`config.mk`:
```
export PLATFORM = sky130hd
export DESIGN_NAME = elastic_buffer
export DESIGN_NICKNAME = d
export VERILOG_FILES = /design/src/rtl/elastic_buffer.sv
export SDC_FILE = /design/constraint.sdc
export NUM_CORES = 1
export LEC_CHECK = 0
export BUFFER_PORTS_ARGS = -buffer_cell sky130_fd_sc_hd__buf_2
export CORE_MARGIN = 2
export CORE_UTILIZATION = 41
export CTS_CLUSTER_SIZE = 20
export DETAILED_ROUTE_END_ITERATION = 8
export PLACE_DENSITY = 0.66
export SYNTH_ARGS = -nofsm -noshare
export SYNTH_HDL_FRONTEND = slang
export SYNTH_SLANG_ARGS = --single-unit
```
`constraint.sdc`:
```
create_clock -name clk -period 2.85 [get_ports clk]
set_clock_uncertainty 0.2 [all_clocks]
set_input_delay 0.285 -clock clk [delete_from_list [all_inputs] [get_ports clk]]
set_output_delay 0.285 -clock clk [all_outputs]
set_load 0.005 [all_outputs]
```
`src/rtl/elastic_buffer.sv`:
```
// Registered-output elastic buffer: a DEPTH-entry register FIFO with flags
// computed from the next occupancy, so no input reaches an output combinationally.
module elastic_buffer #(
  parameter int WIDTH    = 8,
  parameter int DEPTH    = 4,
  parameter int AF_LEVEL = DEPTH - 1
) (
  input  logic                         clk,
  input  logic                         rstn,
  input  logic                         flush,
  input  logic                         s_valid,
  input  logic [WIDTH-1:0]             s_data,
  output logic                         s_ready,
  output logic                         m_valid,
  output logic [WIDTH-1:0]             m_data,
  input  logic                         m_ready,
  output logic [$clog2(DEPTH+1)-1:0]   count,
  output logic                         almost_full
);

  localparam int PW = $clog2(DEPTH);
  localparam int CW = $clog2(DEPTH + 1);
  localparam logic [CW-1:0] FULL_CNT = CW'(DEPTH);
  localparam logic [CW-1:0] AF_CNT   = CW'(AF_LEVEL);

  // Handshake: a beat transfers on a rising edge where valid and ready are both
  // high; valid never waits on ready, and ready/valid here are plain registers.
  logic [WIDTH-1:0] r_mem [DEPTH];
  logic [PW-1:0]    r_wr_ptr;
  logic [PW-1:0]    r_rd_ptr;
  logic [CW-1:0]    r_count;
  logic             r_m_valid;
  logic             r_s_ready;
  logic             r_almost_full;

  logic             w_push;
  logic             w_pop;
  logic [CW-1:0]    w_count_next;

  assign w_push = s_valid & r_s_ready;
  assign w_pop  = r_m_valid & m_ready;

  always_comb begin
    w_count_next = r_count;
    case ({w_push, w_pop})
      2'b10:   w_count_next = r_count + 1'b1;
      2'b01:   w_count_next = r_count - 1'b1;
      default: w_count_next = r_count;
    endcase
  end

  // Storage is never reset; its contents only matter while m_valid is high.
  always_ff @(posedge clk) begin
    if (w_push && !flush) begin
      r_mem[r_wr_ptr] <= s_data;
    end
  end

  // Pointers wrap naturally because DEPTH is a power of two.
  always_ff @(posedge clk) begin
    if (!rstn || flush) begin
      r_wr_ptr <= '0;
      r_rd_ptr <= '0;
    end else begin
      if (w_push) r_wr_ptr <= r_wr_ptr + 1'b1;
      if (w_pop)  r_rd_ptr <= r_rd_ptr + 1'b1;
    end
  end

  always_ff @(posedge clk) begin
    if (!rstn || flush) begin
      r_count       <= '0;
      r_m_valid     <= 1'b0;
      r_s_ready     <= 1'b1;
      r_almost_full <= 1'b0;
    end else begin
      r_count       <= w_count_next;
      r_m_valid     <= (w_count_next != '0);
      r_s_ready     <= (w_count_next != FULL_CNT);
      r_almost_full <= (w_count_next >= AF_CNT);
    end
  end

  assign m_data      = r_mem[r_rd_ptr];
  assign m_valid     = r_m_valid;
  assign s_ready     = r_s_ready;
  assign count       = r_count;
  assign almost_full = r_almost_full;

endmodule

```
## Word level (Yosys, flattened, before mapping)

Memories as Yosys holds them, arrays and structs flattened. A register that Yosys moved wholly into a read port is not among the register bits.
Cells that the tools add are included.

| storage, ports and cells | value |
|---|---|
| register bits | 10 |
| RAM bits | 32 |
| input bits | 13 |
| output and inout port bits | 14 |
| logic and storage cells | 27 |
| memories | 1 |

| operators by class | value |
|---|---|
| add/subtract/negate cells | 4 |
| $lt $le $gt $ge | 1 |
| equality and inequality tests | 3 |
| mux-type cells | 5 |
| bitwise gates (word level) | 2 |
| reduce and logical (&&, ||, !) cells | 5 |

Memory list:

| name | depth | width | rd ports | clocked after memory_dff | wr ports | RTL line | source |
|---|---|---|---|---|---|---|---|
| r_mem | 4 | 8 | 1 | 1 | 1 | 28 | `logic [WIDTH-1:0] r_mem [DEPTH];` |

Operators by type and width:

| kind | number |
|---|---|
| 3-bit case mux with 2 select lines | 1 |
| 2-bit by 1-bit adder with 2-bit output (second input constant) | 2 |
| 2-bit two-way mux | 2 |
| 3-bit by 1-bit adder with 3-bit output (second input constant) | 1 |
| 3-bit by 2-bit greater-or-equal comparator with 1-bit output (second input constant) | 1 |
| 3-bit != test (second input constant) | 1 |
| 3-bit nonzero test | 1 |
| 3-bit by 1-bit subtractor with 3-bit output (second input constant) | 1 |
| 1-bit bitwise AND | 2 |
| 2-bit by 1-bit == test with 1-bit output (second input constant) | 1 |
| 2-bit == test (second input constant) | 1 |
| 1-bit zero test | 2 |
| 1-bit two-way mux | 2 |
| 1-bit logical AND | 1 |
| 1-bit logical OR | 1 |

## Depth between registers and ports, before layout

| logic depth | value |
|---|---|
| word-level depth | 4 |
| mapped depth | 6 |
| gate-level depth less buffers | 6 |

## Worst setup path after synthesis

No wires, ideal clock.

| timing | value |
|---|---|
| kind | register to register |
| start point | reg r_s_ready, in the netlist s_ready |
| end point | reg r_s_ready, in the netlist s_ready |
| setup time | 0.114 ns |
| data arrival time | 1.828 ns |
| data required time | 2.536 ns |
| setup slack | 0.708 ns |
| stages on the path, launching flop included | 7 |
| buffers on the path | 0 |
| period minus slack after synthesis | 2.142 ns |
| path through | dfxtp_1 > nand2_1 > ha_1 > fa_1 > xnor2_1 > or4_4 > a21o_1 |

| on the way | value |
|---|---|
| longest elaborated chain between the ends | 4 |
| elaborated cells between the ends (all ways) | 5 |
| those cells by class | eq/ne: 3; mux: 1; bitwise: 1 |

RTL lines:

| what | RTL line | source |
|---|---|---|
| from (decl) | 33 | `logic r_s_ready;` |
| from (signal assigned) | 79 | `r_s_ready <= (w_count_next != FULL_CNT);` |
| 1-bit bitwise AND (*) | 40 | `assign w_push = s_valid & r_s_ready;` |
| 2-bit by 1-bit == test with 1-bit output or 2-bit == test (tied branches) | 45 | `case ({w_push, w_pop})` |
| 3-bit case mux with 2 select lines (*) | 45 |  |
| 3-bit != test (*) | 79 |  |

Every way passes the cells marked *; elsewhere a longest branch is shown, timed or not.
A chain may end at the register's enable or synchronous reset.

## Worst setup path in the final report

| timing | value |
|---|---|
| start point | reg r_m_valid, in the netlist m_valid |
| end point | reg r_s_ready, in the netlist s_ready |

| on the way | value |
|---|---|
| longest elaborated chain between the ends | 4 |
| elaborated cells between the ends (all ways) | 5 |
| those cells by class | eq/ne: 3; mux: 1; bitwise: 1 |

RTL lines:

| what | RTL line | source |
|---|---|---|
| from (decl) | 32 | `logic r_m_valid;` |
| from (signal assigned) | 78 | `r_m_valid <= (w_count_next != '0);` |
| 1-bit bitwise AND (*) | 41 | `assign w_pop = r_m_valid & m_ready;` |
| via w_pop | 37 | `logic w_pop;` |
| 2-bit by 1-bit == test with 1-bit output or 2-bit == test (tied branches) | 45 |  |
| 3-bit case mux with 2 select lines (*) | 45 |  |
| 3-bit != test (*) | 79 |  |

Mark *: on every way through the listed nets, which the timed path passes. The rest lies on a longest branch.

==> metrics.csv <==
metric,value,unit
core area,4030,um^2
CTS buffer count,5,
CTS H-tree depth,2,
status,"finished, final reports clean",
Final nets,153,
Max VDD drop,318,uV
Slew @ Worst Pin,0.561,ns
Final Setup Violations,0,
P&R area growth vs syn,18.1,%
DR pass1 iterations,6,
largest net degree at the start of global routing,14,
CTS Root Cell,clkbuf_8,
crit path launch type,register,
switching share of power,0.184,
internal power,1.04,mW
Final Max Tran Viols,0,
Site Rows,23,
syn_nets,122,
sequential cell area fraction in the yosys report,0.691,
CTS tree,yes,
largest cells by area after synthesis,"edfxtp_1, dfxtp_1, mux4_2, ha_1, and2_1",
CTS sink cnt,44,
reg2reg setup slack,0.64,ns
combinational power share,0.054,
final wirelength,2670,um
# DRC,0,
Rel. slew slack,0.626,
DR WL/cell,14.4,um
PD cells,621,nW/um^2
Psw,235,uW
total gr overflow,0,
layout cell share with drive strength beyond 1,0.326,
Crit. End Element,register,
first-pass GRT wire length,4620,um
Clock power frac,0.393,
io pins,27,
worst min-delay path class,primary input to register,
vias in the first global route,985,
Gate Count Post-Synth,103,
Max Freq,0.453,GHz
die area,4780,um^2
"area leader, netlist",edfxtp_1,
share of the synthesized area in the top cell type,0.553,
Sequential Power Share,0.553,
clk_lat worst skew,0.29,ns
vias per cell,4.89,
Starting DRT DRC Count,34,
max cap viols,0,
Setup Crit Path Kind,register to register,
syn_area_per_cell,16.9,um^2
synth warn,0,
clock buffer depth,2,
Final period util,0.774,
die width,69.1,um
All-Layer GR Usage,0.126,
number of diodes,0,
clock-pin slew on the worst setup and hold paths,0.08,ns
crit path max fanout,3,
CP arrival,2.19,ns
Final Hold Viols,0,
Critical Path RT,2.84,ns
Pleak,0.753,nW
total setup buffers inserted after CTS,0,
mapped cell area,1740,um^2
final instance area,2050,um^2
post-synthesis cell type count,25,
crit path time final,2.21,ns
area post-placement,1910,um^2
antenna-violating nets left,0,
unrepaired setup endpoints after global routing,no,
#FFs+latches synth,44,
Final HPWL DP,1890,um
DR vias,905,
initial antenna violation count,0,
gpl congestion,0.830,
hold slack,0.00665,ns
I/O Buffers,26,
Initial Util,0.432,
post-route setup TNS,0,ns
die height,69.1,um
-- metrics by stage --
stage	util	total power, mW	std cells	setup slack, ns
2_1_floorplan	-	0.759	103	0.708
3_3_place_gp	0.474	0.784	175	0.612
3_5_place_dp	0.474	0.788	175	0.579
4_1_cts	0.505	1.29	183	0.613
5_1_grt	0.510	1.33	185	0.495
6_report	0.510	1.28	185	0.643
-- cells by family (layout without fill, tap and decap cells) --
family | count (synthesis) | after routing | synth area share
flops | 44 | 44 | 0.691
simple gates | 23 | 23 | 0.0719
mux | 9 | 9 | 0.109
buf+inv | 8 | 40 | 0.0223
compound gates | 7 | 7 | 0.0281
fa+ha+maj | 6 | 6 | 0.0475
xor+xnor | 6 | 6 | 0.0302
-- worst max-delay path: stages, from the launching register on --
cell     delay (ns)
dfxtp_1        0.32
and2_1         0.19
ha_1           0.23
fa_1           0.38
xnor2_1        0.18
or4_4          0.43
a21o_1         0.18
-- cells in the mapped netlist --
library cell and count:
a221oi_1 2, dfxtp_1 12, edfxtp_1 32, nand2b_4 1, xor2_1 3, buf_6 1, nor2_1 8, fa_1 1
xnor2_1 3, nor3b_1 1, buf_1 1, a21o_1 1, and2_1 5, nand2_1 4, buf_2 1, a21oi_1 3
or4_4 1, mux4_2 8, mux2i_1 1, inv_1 4, o2111ai_1 1, clkbuf_1 1, nand3_1 2, ha_1 5
nor2b_1 1
-- path summary, 6_finish.rpt --
| check | from | to | cells after the start |
|---|---|---|---|
| setup reg to reg | m_valid | s_ready | 6 |
| hold / removal | s_data[3] | r_mem[3][3] | 1 |
| setup / recovery | m_valid | s_ready | 6 |
| hold reg to reg | s_ready | r_wr_ptr[1] | 2 |
-- layout make-up --
class                   instances  area [um^2]
well taps                      50         62.6
clock inverters                 1         30.0
flip-flops and latches         44         1200
fillers                       346         1970
clock buffers                   7         96.3
repair buffers                 28          150
multi-input cells              51          499
inverters                       4         15.0
-- flip-flops by register name, summed over array words and instances, names as in the netlist, named ones only --
| name | count |
|---|---|
| r_mem | 32 |
| count | 3 |
| r_rd_ptr | 2 |
| r_wr_ptr | 2 |
| almost_full | 1 |
| m_valid | 1 |
| s_ready | 1 |
-- layer usage --
layer | share of wire | vias to the layer above | global-route usage
li1 | - | 444 | -
met1 | 0.43 | 437 | 0.152
met2 | 0.52 | 22 | 0.207
met3 | 0.049 | 2 | 0.0468
met4 | 0.0052 | 0 | 0.0414
met5 | 0 | - | 0
-- timing repair --
action / CTS / global route
endpoints found under the hold margin: 0 / 5
resized for setup: 0 / 0
hold buffers: 0 / 2
-- power by group through the flow --
stage          Sequential (mW)  Combinational, mW  Clock [mW]
2_1_floorplan            0.718             0.0404           0
3_3_place_gp             0.719             0.0644           0
3_5_place_dp             0.720             0.0675           0
4_1_cts                  0.705             0.0680       0.514
5_1_grt                  0.707             0.0773       0.544
6_report                 0.705             0.0690       0.502
-- layout by cell type, fill, tap and decap left out, drive strengths merged --
master	count
inv	4
nand2	4
clkbuf	7
nand2b	1
nand3	2
or4	1
fa	1
and2	5
buf	26
o2111ai	1
bufinv	1
a21oi	3
xor2	3
dfxtp	12
ha	5
a21o	1
mux2i	1
mux4	8
xnor2	3
dlygate4sd3	2
nor2b	1
edfxtp	32
a221oi	2
nor3b	1
nor2	8
(Power assumes the default switching activity.)
